--- src/rtl/pc_sequencer.sv ---
// Program-counter sequencer: arbitrates redirects, stalls and halt for a
// single-issue pipeline, with a sticky watchdog on long STALL residency.
module pc_sequencer #(
  parameter logic [15:0] STALL_TIMEOUT = 16'd1024
) (
  input  logic        ip_clk,
  input  logic        ip_rst,
  input  logic        ip_branch_taken,
  input  logic [31:0] ip_branch_target,
  input  logic        ip_jal,
  input  logic [31:0] ip_jal_target,
  input  logic        ip_load_use,
  input  logic        ip_muldiv_busy,
  input  logic        ip_icache_ready,
  input  logic        ip_done_execute,
  output logic        op_stall_ctrl,
  output logic        op_jump_branch_ctrl,
  output logic [31:0] op_target_addr,
  output logic        op_flush_if_id,
  output logic        op_flush_id_ex,
  output logic        op_bubble_id_ex,
  output logic        op_halted,
  output logic        op_stall_timeout,
  output logic [1:0]  op_state
);

  typedef enum logic [1:0] {
    ST_RUN   = 2'd0,
    ST_STALL = 2'd1,
    ST_PEND  = 2'd2,
    ST_HALT  = 2'd3
  } state_t;

  state_t      state_reg, state_next;
  logic [31:0] pend_addr_reg, pend_addr_next;
  logic [15:0] wdog_cnt_reg;
  logic [15:0] wdog_inc;
  logic        timeout_reg;

  logic        stall_src;
  logic        redir;
  logic [31:0] sel_target;

  logic        stall_c;
  logic        jump_c;
  logic [31:0] target_c;
  logic        flush_if_id_c;
  logic        flush_id_ex_c;
  logic        bubble_c;
  logic        halted_c;

  assign stall_src  = ip_load_use | ip_muldiv_busy | ~ip_icache_ready;
  assign redir      = ip_branch_taken | ip_jal;
  // The older instruction (EX branch) wins over the younger ID jump.
  assign sel_target = ip_branch_taken ? ip_branch_target : ip_jal_target;
  assign wdog_inc   = wdog_cnt_reg + 16'd1;

  always_comb begin
    state_next     = state_reg;
    pend_addr_next = pend_addr_reg;
    stall_c        = 1'b0;
    jump_c         = 1'b0;
    target_c       = 32'h0;
    flush_if_id_c  = 1'b0;
    flush_id_ex_c  = 1'b0;
    bubble_c       = 1'b0;
    halted_c       = 1'b0;
    unique case (state_reg)
      ST_RUN, ST_STALL: begin
        if (ip_done_execute) begin
          state_next = ST_HALT;
          stall_c    = 1'b1;
        end else if (redir) begin
          flush_if_id_c = 1'b1;
          flush_id_ex_c = ip_branch_taken;
          if (ip_icache_ready) begin
            jump_c     = 1'b1;
            target_c   = sel_target;
            state_next = ST_RUN;
          end else begin
            // Fetch port busy: park the target until the cache can take it.
            pend_addr_next = sel_target;
            stall_c        = 1'b1;
            state_next     = ST_PEND;
          end
        end else if (stall_src) begin
          stall_c    = 1'b1;
          bubble_c   = ip_load_use;
          state_next = ST_STALL;
        end else begin
          state_next = ST_RUN;
        end
      end
      ST_PEND: begin
        if (ip_done_execute) begin
          state_next     = ST_HALT;
          pend_addr_next = 32'h0;
          stall_c        = 1'b1;
        end else if (ip_icache_ready) begin
          jump_c     = 1'b1;
          target_c   = pend_addr_reg;
          state_next = ST_RUN;
        end else begin
          stall_c = 1'b1;
        end
      end
      ST_HALT: begin
        halted_c = 1'b1;
        stall_c  = 1'b1;
      end
    endcase
  end

  always_ff @(posedge ip_clk) begin
    if (ip_rst) begin
      state_reg     <= ST_RUN;
      pend_addr_reg <= 32'h0;
      wdog_cnt_reg  <= 16'h0;
      timeout_reg   <= 1'b0;
    end else begin
      state_reg     <= state_next;
      pend_addr_reg <= pend_addr_next;
      if (state_reg == ST_STALL) begin
        if (wdog_cnt_reg != 16'hFFFF) begin
          wdog_cnt_reg <= wdog_inc;
          if (wdog_inc == STALL_TIMEOUT) begin
            timeout_reg <= 1'b1;
          end
        end
      end else begin
        wdog_cnt_reg <= 16'h0;
      end
    end
  end

  // Reset forces every output low in the same cycle, whatever the state.
  assign op_stall_ctrl       = ~ip_rst & stall_c;
  assign op_jump_branch_ctrl = ~ip_rst & jump_c;
  assign op_target_addr      = ip_rst ? 32'h0 : target_c;
  assign op_flush_if_id      = ~ip_rst & flush_if_id_c;
  assign op_flush_id_ex      = ~ip_rst & flush_id_ex_c;
  assign op_bubble_id_ex     = ~ip_rst & bubble_c;
  assign op_halted           = ~ip_rst & halted_c;
  assign op_stall_timeout    = ~ip_rst & timeout_reg;
  assign op_state            = ip_rst ? 2'd0 : state_reg;

endmodule

--- config.mk ---
export PLATFORM = sky130hd
export DESIGN_NAME = pc_sequencer
export DESIGN_NICKNAME = d
export VERILOG_FILES = /design/src/rtl/pc_sequencer.sv
export SDC_FILE = /design/constraint.sdc
export NUM_CORES = 1
export LEC_CHECK = 0
export ABC_AREA = 0
export CAP_MARGIN = 20
export CORE_MARGIN = 2
export CORE_UTILIZATION = 30
export CTS_CLUSTER_SIZE = 28
export DETAILED_ROUTE_END_ITERATION = 6
export HOLD_SLACK_MARGIN = 0.1
export PLACE_DENSITY = 0.54
export SKIP_CTS_REPAIR_TIMING = 1
export SLEW_MARGIN = 5
export SYNTH_ARGS = -nofsm -noshare
export SYNTH_HDL_FRONTEND = slang
export SYNTH_SLANG_ARGS = --single-unit
--- constraint.sdc ---
create_clock -name ip_clk -period 3.4 [get_ports ip_clk]
set_input_delay 1.02 -clock ip_clk [delete_from_list [all_inputs] [get_ports ip_clk]]
set_output_delay 1.02 -clock ip_clk [all_outputs]
set_load 0.02 [all_outputs]
==> run metrics, run 1 <==
EDFF count, synth 0; largest family of logic cells by synthesized area compound AO/OA/AOI/OAI gates; share of cells above drive strength 1 between 20% and 30%; drt total wl between 9 and 10 mm; final core utilization about 47%; hold crit path type reg -> reg; Power Total approximately 1.3 mW; GPL Wtd Cong about 0.80; status finished clean; Compound-Gate Fraction of Synth Area ~22%; Period minus WS final about 3300 ps; sw power roughly 0.34 mW; Area after DPL about 4400 sq um; TritonCTS buffer count 5; Tcrit/Tclk final roughly 100%; total stage count of the critical path 5; non-filler cells, final 608; yosys warns 0; CTS tree yes; clk_lat worst skew about 300 ps; Max-slew headroom between 40% and 50%; Worst setup SP type input port; # rows 36; Root Driver clkbuf_8; Starting DRT DRC Count 76; CP Data Required Time about 2400 ps; I/O Pins roughly 110; Top delay family on crit path buffers and inverters; IO buf count about 110; synth unique cells 48; xor-xnor portion of the synthesized cell area approximately 3.2%; hold_ws 506 ps; fmax 0.301 GHz; PwrDens 278 nW/um^2; Synth Area in Simple Gates between 20% and 30%; Slowest cell on crit path clkdlybuf4s50_1; vias in the first global route just under 3000; Initial Util 30.7%; grt total ovfl 0; core area between 9000 and 10000 sq um; syn_area_per_cell around 8.4 sq um; pre-CTS setup slack -666 ps; Worst Path Arrival 2300 ps; Yosys reg bits 51; VDD IR max about 0.13 mV; WHS Path Cells 2; initial antenna violation count 0; WP buf/inv 3; placed instance count ~600; CP max FO 24; CP endpoint kind output pin; sw frac 26.7%; proportion of synthesized chip area in sequential cells between 30% and 40%; part of the power in registers 49.2%; largest net degree at the start of global routing 33; Max-Cap Viols 0; drt first pass iters 4; area delta synth->final 52.4%; post-route cell area 4560 sq um; Clk pin slew, worst setup/hold paths about 80 ps; Die X 104 um; Post-Syn Nets 430; Clk pwr share about a quarter; Final Slew Violations 0; vias per cell 5.05; crit-path cells clkdlybuf4s50_1, a21o_2, buf_12, nor2_1, dlymetal6s2s_1; final net count ~550; Post-Syn Instances about 360; Leak ~2.1 nW; routed vias between 3000 and 4000; post-route ant nets 0; final setup fails 0; # H-tree levels 2; Reg2Reg Depth 6; Largest register FFs 32; first-pass GRT wire length around 15 mm; critical path's largest stage delay roughly 460 ps; All-Layer GR Usage between 10% and 20%; clock sink total 51; Int Power between 0.9 and 1 mW; Top FF cell, synth dfxtp_1; DRC Markers 0; die area ~11000 sq um; WL/cell around 15 um; # diodes 0; PnR worst setup slack 80.0 ps; post-synthesis adder-cell area fraction less than 1%; Hold Fails Final Rpt 0; Detailed Place HPWL approximately 6.8 mm; DIE HEIGHT 104 um; Max clock buf depth 2; multiplexer share of the synthesized area approximately an eighth; post-synthesis async set-or-reset flop share 0%; Logic pwr share 25.4%; Worst-Margin Slew ~820 ps; synthesized area between 2000 and 3000 sq um; Final Skew around 7.6 ps; CP Class in -> out; Setup TNS 0 ps
==> tightest hold or removal path, cell delays in order, from the launching register on <==
cell and delay, ps:
dfxtp_1 330, a22oi_1 70, nor2_1 80
==> worst paths after layout <==
kind         slack, ps                            end                     startpoint
max                 80              op_target_addr[0]                         ip_rst
min                510  pend_addr_reg[6]$_SDFFE_PP0P_  pend_addr_reg[6]$_SDFFE_PP0P_
max reg2reg       1450   wdog_cnt_reg[2]$_SDFFE_PP0N_   wdog_cnt_reg[0]$_SDFFE_PP0N_
min reg2reg        510  pend_addr_reg[6]$_SDFFE_PP0P_  pend_addr_reg[6]$_SDFFE_PP0P_
==> synth_stat cells (all sizes together) (3+ instances only) <==
cell    number  share of area [%]
mux2        32                 12
nand3       10                1.7
nor2        79                 10
xnor2        5                1.5
nand2        7               0.88
a21oi       14                2.3
nor4         4                1.0
mux2i        3                1.0
nand4        6                1.5
nor2b        3               0.63
a22oi       65                 16
xor2         6                1.8
buf         15                2.8
and4         3               0.96
clkbuf      17                2.2
nor3         7                1.3
dfxtp       51                 34
==> power groups by stage <==
| stage | logic [mW] | clock network [mW] | registers [mW] |
|---|---|---|---|
| 3_5_place_dp | 0.323 | 0 | 0.638 |
| 5_1_grt | 0.350 | 0.364 | 0.626 |
| 3_3_place_gp | 0.322 | 0 | 0.637 |
| 4_1_cts | 0.324 | 0.341 | 0.624 |
| 6_report | 0.323 | 0.322 | 0.624 |
| 2_1_floorplan | 0.150 | 0 | 0.635 |
==> routing by layer <==
layer	vias to the layer above	part of all wire [%]	GRT usage, %
met5	-	0	0
li1	1546	-	-
met1	1440	48	22.2
met4	0	0.72	3.47
met2	80	47	28.5
met3	7	5.0	3.96
==> cells in the final DEF (no fill, tap or decap), types with 5 or more instances in the layout <==
cell and instances:
nand3_1 10, buf_12 5, nor3_1 5, dlymetal6s2s_1 30, nand2_1 7, a22oi_1 65, clkdlybuf4s50_1 67, buf_4 26
xnor2_1 5, nand4_1 5, clkbuf_8 5, a21oi_1 13, mux2_2 32, dfxtp_1 51, nor2_1 78, xor2_1 6
clkbuf_2 12
==> cell type report <==
| type | count | area, sq um |
|---|---|---|
| fillers | 999 | 5170 |
| multi-input cells | 272 | 1860 |
| repair buffers | 144 | 1430 |
| flip-flops and latches | 51 | 1020 |
| well taps | 133 | 166 |
| clock buffers | 6 | 72.6 |
| inverters | 2 | 7.51 |
==> cells by family (layout without fill, tap and decap cells) <==
kind of cell | count (synthesis) | after routing
AND/OR/NAND/NOR | 133 | 133
AO/OA/AOI/OAI | 92 | 92
flip-flops | 51 | 51
multiplexers | 35 | 35
buffers and inverters | 34 | 152
XOR/XNOR | 11 | 11
adder cells (fa/ha/maj) | 1 | 1
No activity file was read; power rests on OpenSTA's default activity.
==> run 2, diff against run 1 <==
--- a/config.mk
+++ b/config.mk
@@ -8,11 +8,11 @@
 export ABC_AREA = 0
 export CAP_MARGIN = 20
 export CORE_MARGIN = 2
-export CORE_UTILIZATION = 30
+export CORE_UTILIZATION = 45
 export CTS_CLUSTER_SIZE = 28
 export DETAILED_ROUTE_END_ITERATION = 6
 export HOLD_SLACK_MARGIN = 0.1
-export PLACE_DENSITY = 0.54
+export PLACE_DENSITY = 0.77
 export SKIP_CTS_REPAIR_TIMING = 1
 export SLEW_MARGIN = 5
 export SYNTH_ARGS = -nofsm -noshare
==> run 2 against run 1 <==
Compared with the run above: hold slack better by 4.1 ps; register-to-register slack worse by 40 ps; clock skew up 0.51 ps; critical endpoint is now op_target_addr[18].
==> run metrics, run 2 (synthesis results as in run 1) <==
Max clock buf depth 2; VDD IR max about 0.25 mV; share of cells above drive strength 1 18.4%; WL/cell ~17 um; Root Driver clkbuf_8; met3 global-route usage under 10%; vias in the first global route 2875; post-route ant nets 0; Starting DRT DRC Count roughly 220; hold crit path type reg -> reg; Hold Fails Final Rpt 0; TritonCTS buffer count 5; grt total ovfl 0; Final Skew 8.12 ps; DIE HEIGHT ~86 um; worst r2r dst wdog_cnt_reg[2]$_SDFFE_PP0N_; first-pass GRT wire length 13.6 mm; CTS tree yes; Max-slew headroom between 70% and 80%; Tcrit/Tclk final 97.6%; Power Total roughly 1.3 mW; die area ~7300 sq um; drt total wl around 9.4 mm; initial antenna violation count 0; drt first pass iters 5; PwrDens 283 nW/um^2; fmax between 0.3 and 0.4 GHz; largest net degree at the start of global routing 35; # diodes 0; Die X between 80 and 90 um; Largest register FFs 32; Worst-Margin Slew 383 ps; Max-Cap Viols 0; R2R Setup Slk roughly 1400 ps; most frequent cells in the layout nor2_1 (78), clkdlybuf4s50_1 (67), a22oi_1 (64), dfxtp_1 (51), dlymetal6s2s_1 (42); Final Slew Violations 0; layer with the highest usage met2; Leak approximately 2.3 nW; Worst setup SP type input port; I/O Pins approximately 110; CP max FO 9; unrepaired setup endpoints after global routing false; CP endpoint kind output pin; final setup fails 0; core area ~6400 sq um; DRC Markers 0; routed vias roughly 3200; critical path capture point op_target_addr[18]; vias per cell roughly 5.8; GPL Wtd Cong slightly below 0.9; Detailed Place HPWL 6.26 mm; # rows 29; Period minus WS final roughly 3300 ps; met2 Track Usage GR a little under 40%; status finished clean; # H-tree levels 2; CP startpoint ip_done_execute; hold_ws 510 ps; All-Layer GR Usage between 20 and 25%; CP Class in -> out; clk_lat worst skew slightly above 300 ps; clock sink total 51; commonest non-fill, non-tap cell in the layout nor2_1; area delta synth->final 53.3%; Initial Util between 40% and 50%; IO buf count around 110; Reg2Reg Depth 6; CP Data Required Time about 2400 ps; Worst Path Arrival ~2300 ps; R2R Path Start wdog_cnt_reg[0]$_SDFFE_PP0N_; final net count between 500 and 600; Clk pin slew, worst setup/hold paths 90 ps; met1 Usage GRT ~29%; Hold Path Origin pend_addr_reg[4]$_SDFFE_PP0P_
[run 2: cell count changes in the layout (fill, tap and decap cells not counted), sizes merged]
| cell | change |
|---|---|
| dlymetal6s2s | +12 |
| clkbuf | -10 |
| buf | -3 |
| inv | +1 |
| clkinv | +2 |
[run 2: metal layers]
layer  share of wire, %  vias up
met4                1.6        0
li1                   -     1543
met2                 49      144
met5                  0        -
met1                 42     1518
met3                7.6       14
[run 2: power breakdown]
part / internal [mW] / switching (mW) / total, mW
registers: 0.614 / 0.0117 / 0.625
logic: 0.179 / 0.143 / 0.322
clock network: 0.145 / 0.205 / 0.350
total: 0.938 / 0.359 / 1.30
[run 2: area by class of cell]
| class | instances | area, sq um |
|---|---|---|
| clock buffer | 5 | 68.8 |
| clock inverter | 3 | 18.8 |
| fill | 512 | 1800 |
| inverter | 2 | 7.51 |
| multi-input combinational | 272 | 1850 |
| sequential | 51 | 1020 |
| tap | 77 | 96.3 |
| timing repair buffer | 144 | 1520 |
[run 2: worst min-delay path by stage]
stage,to,slack [ps],depth (start not counted)
after floorplan,timeout_reg$_SDFFE_PP0P_,440,2
after detailed placement,pend_addr_reg[0]$_SDFFE_PP0P_,480,2
after global placement,pend_addr_reg[28]$_SDFFE_PP0P_,480,2
final,pend_addr_reg[4]$_SDFFE_PP0P_,510,2
after CTS,pend_addr_reg[0]$_SDFFE_PP0P_,510,2
after global routing,pend_addr_reg[21]$_SDFFE_PP0P_,540,2
[run 2: critical path: stages]
cell	delay (ps)
dlymetal6s2s_1	190
nor4b_4	340
buf_4	190
buf_6	130
a22oi_1	90
nor2_1	90
dlymetal6s2s_1	240
[run 2: through the flow]
step / TNS [ps] / utilization (%) / setup WS [ps] / instances / cell area (sq um)
floorplan: 0 / - / 53.8 / 357 / 2990
global placement: -21710 / 67.4 / -630 / 539 / 4300
detailed placement: -22340 / 67.4 / -670 / 539 / 4300
CTS: -22600 / 68.7 / -689 / 547 / 4390
global route: 0 / 71.8 / 1.59 / 554 / 4580
finish: 0 / 71.8 / 80.5 / 554 / 4580
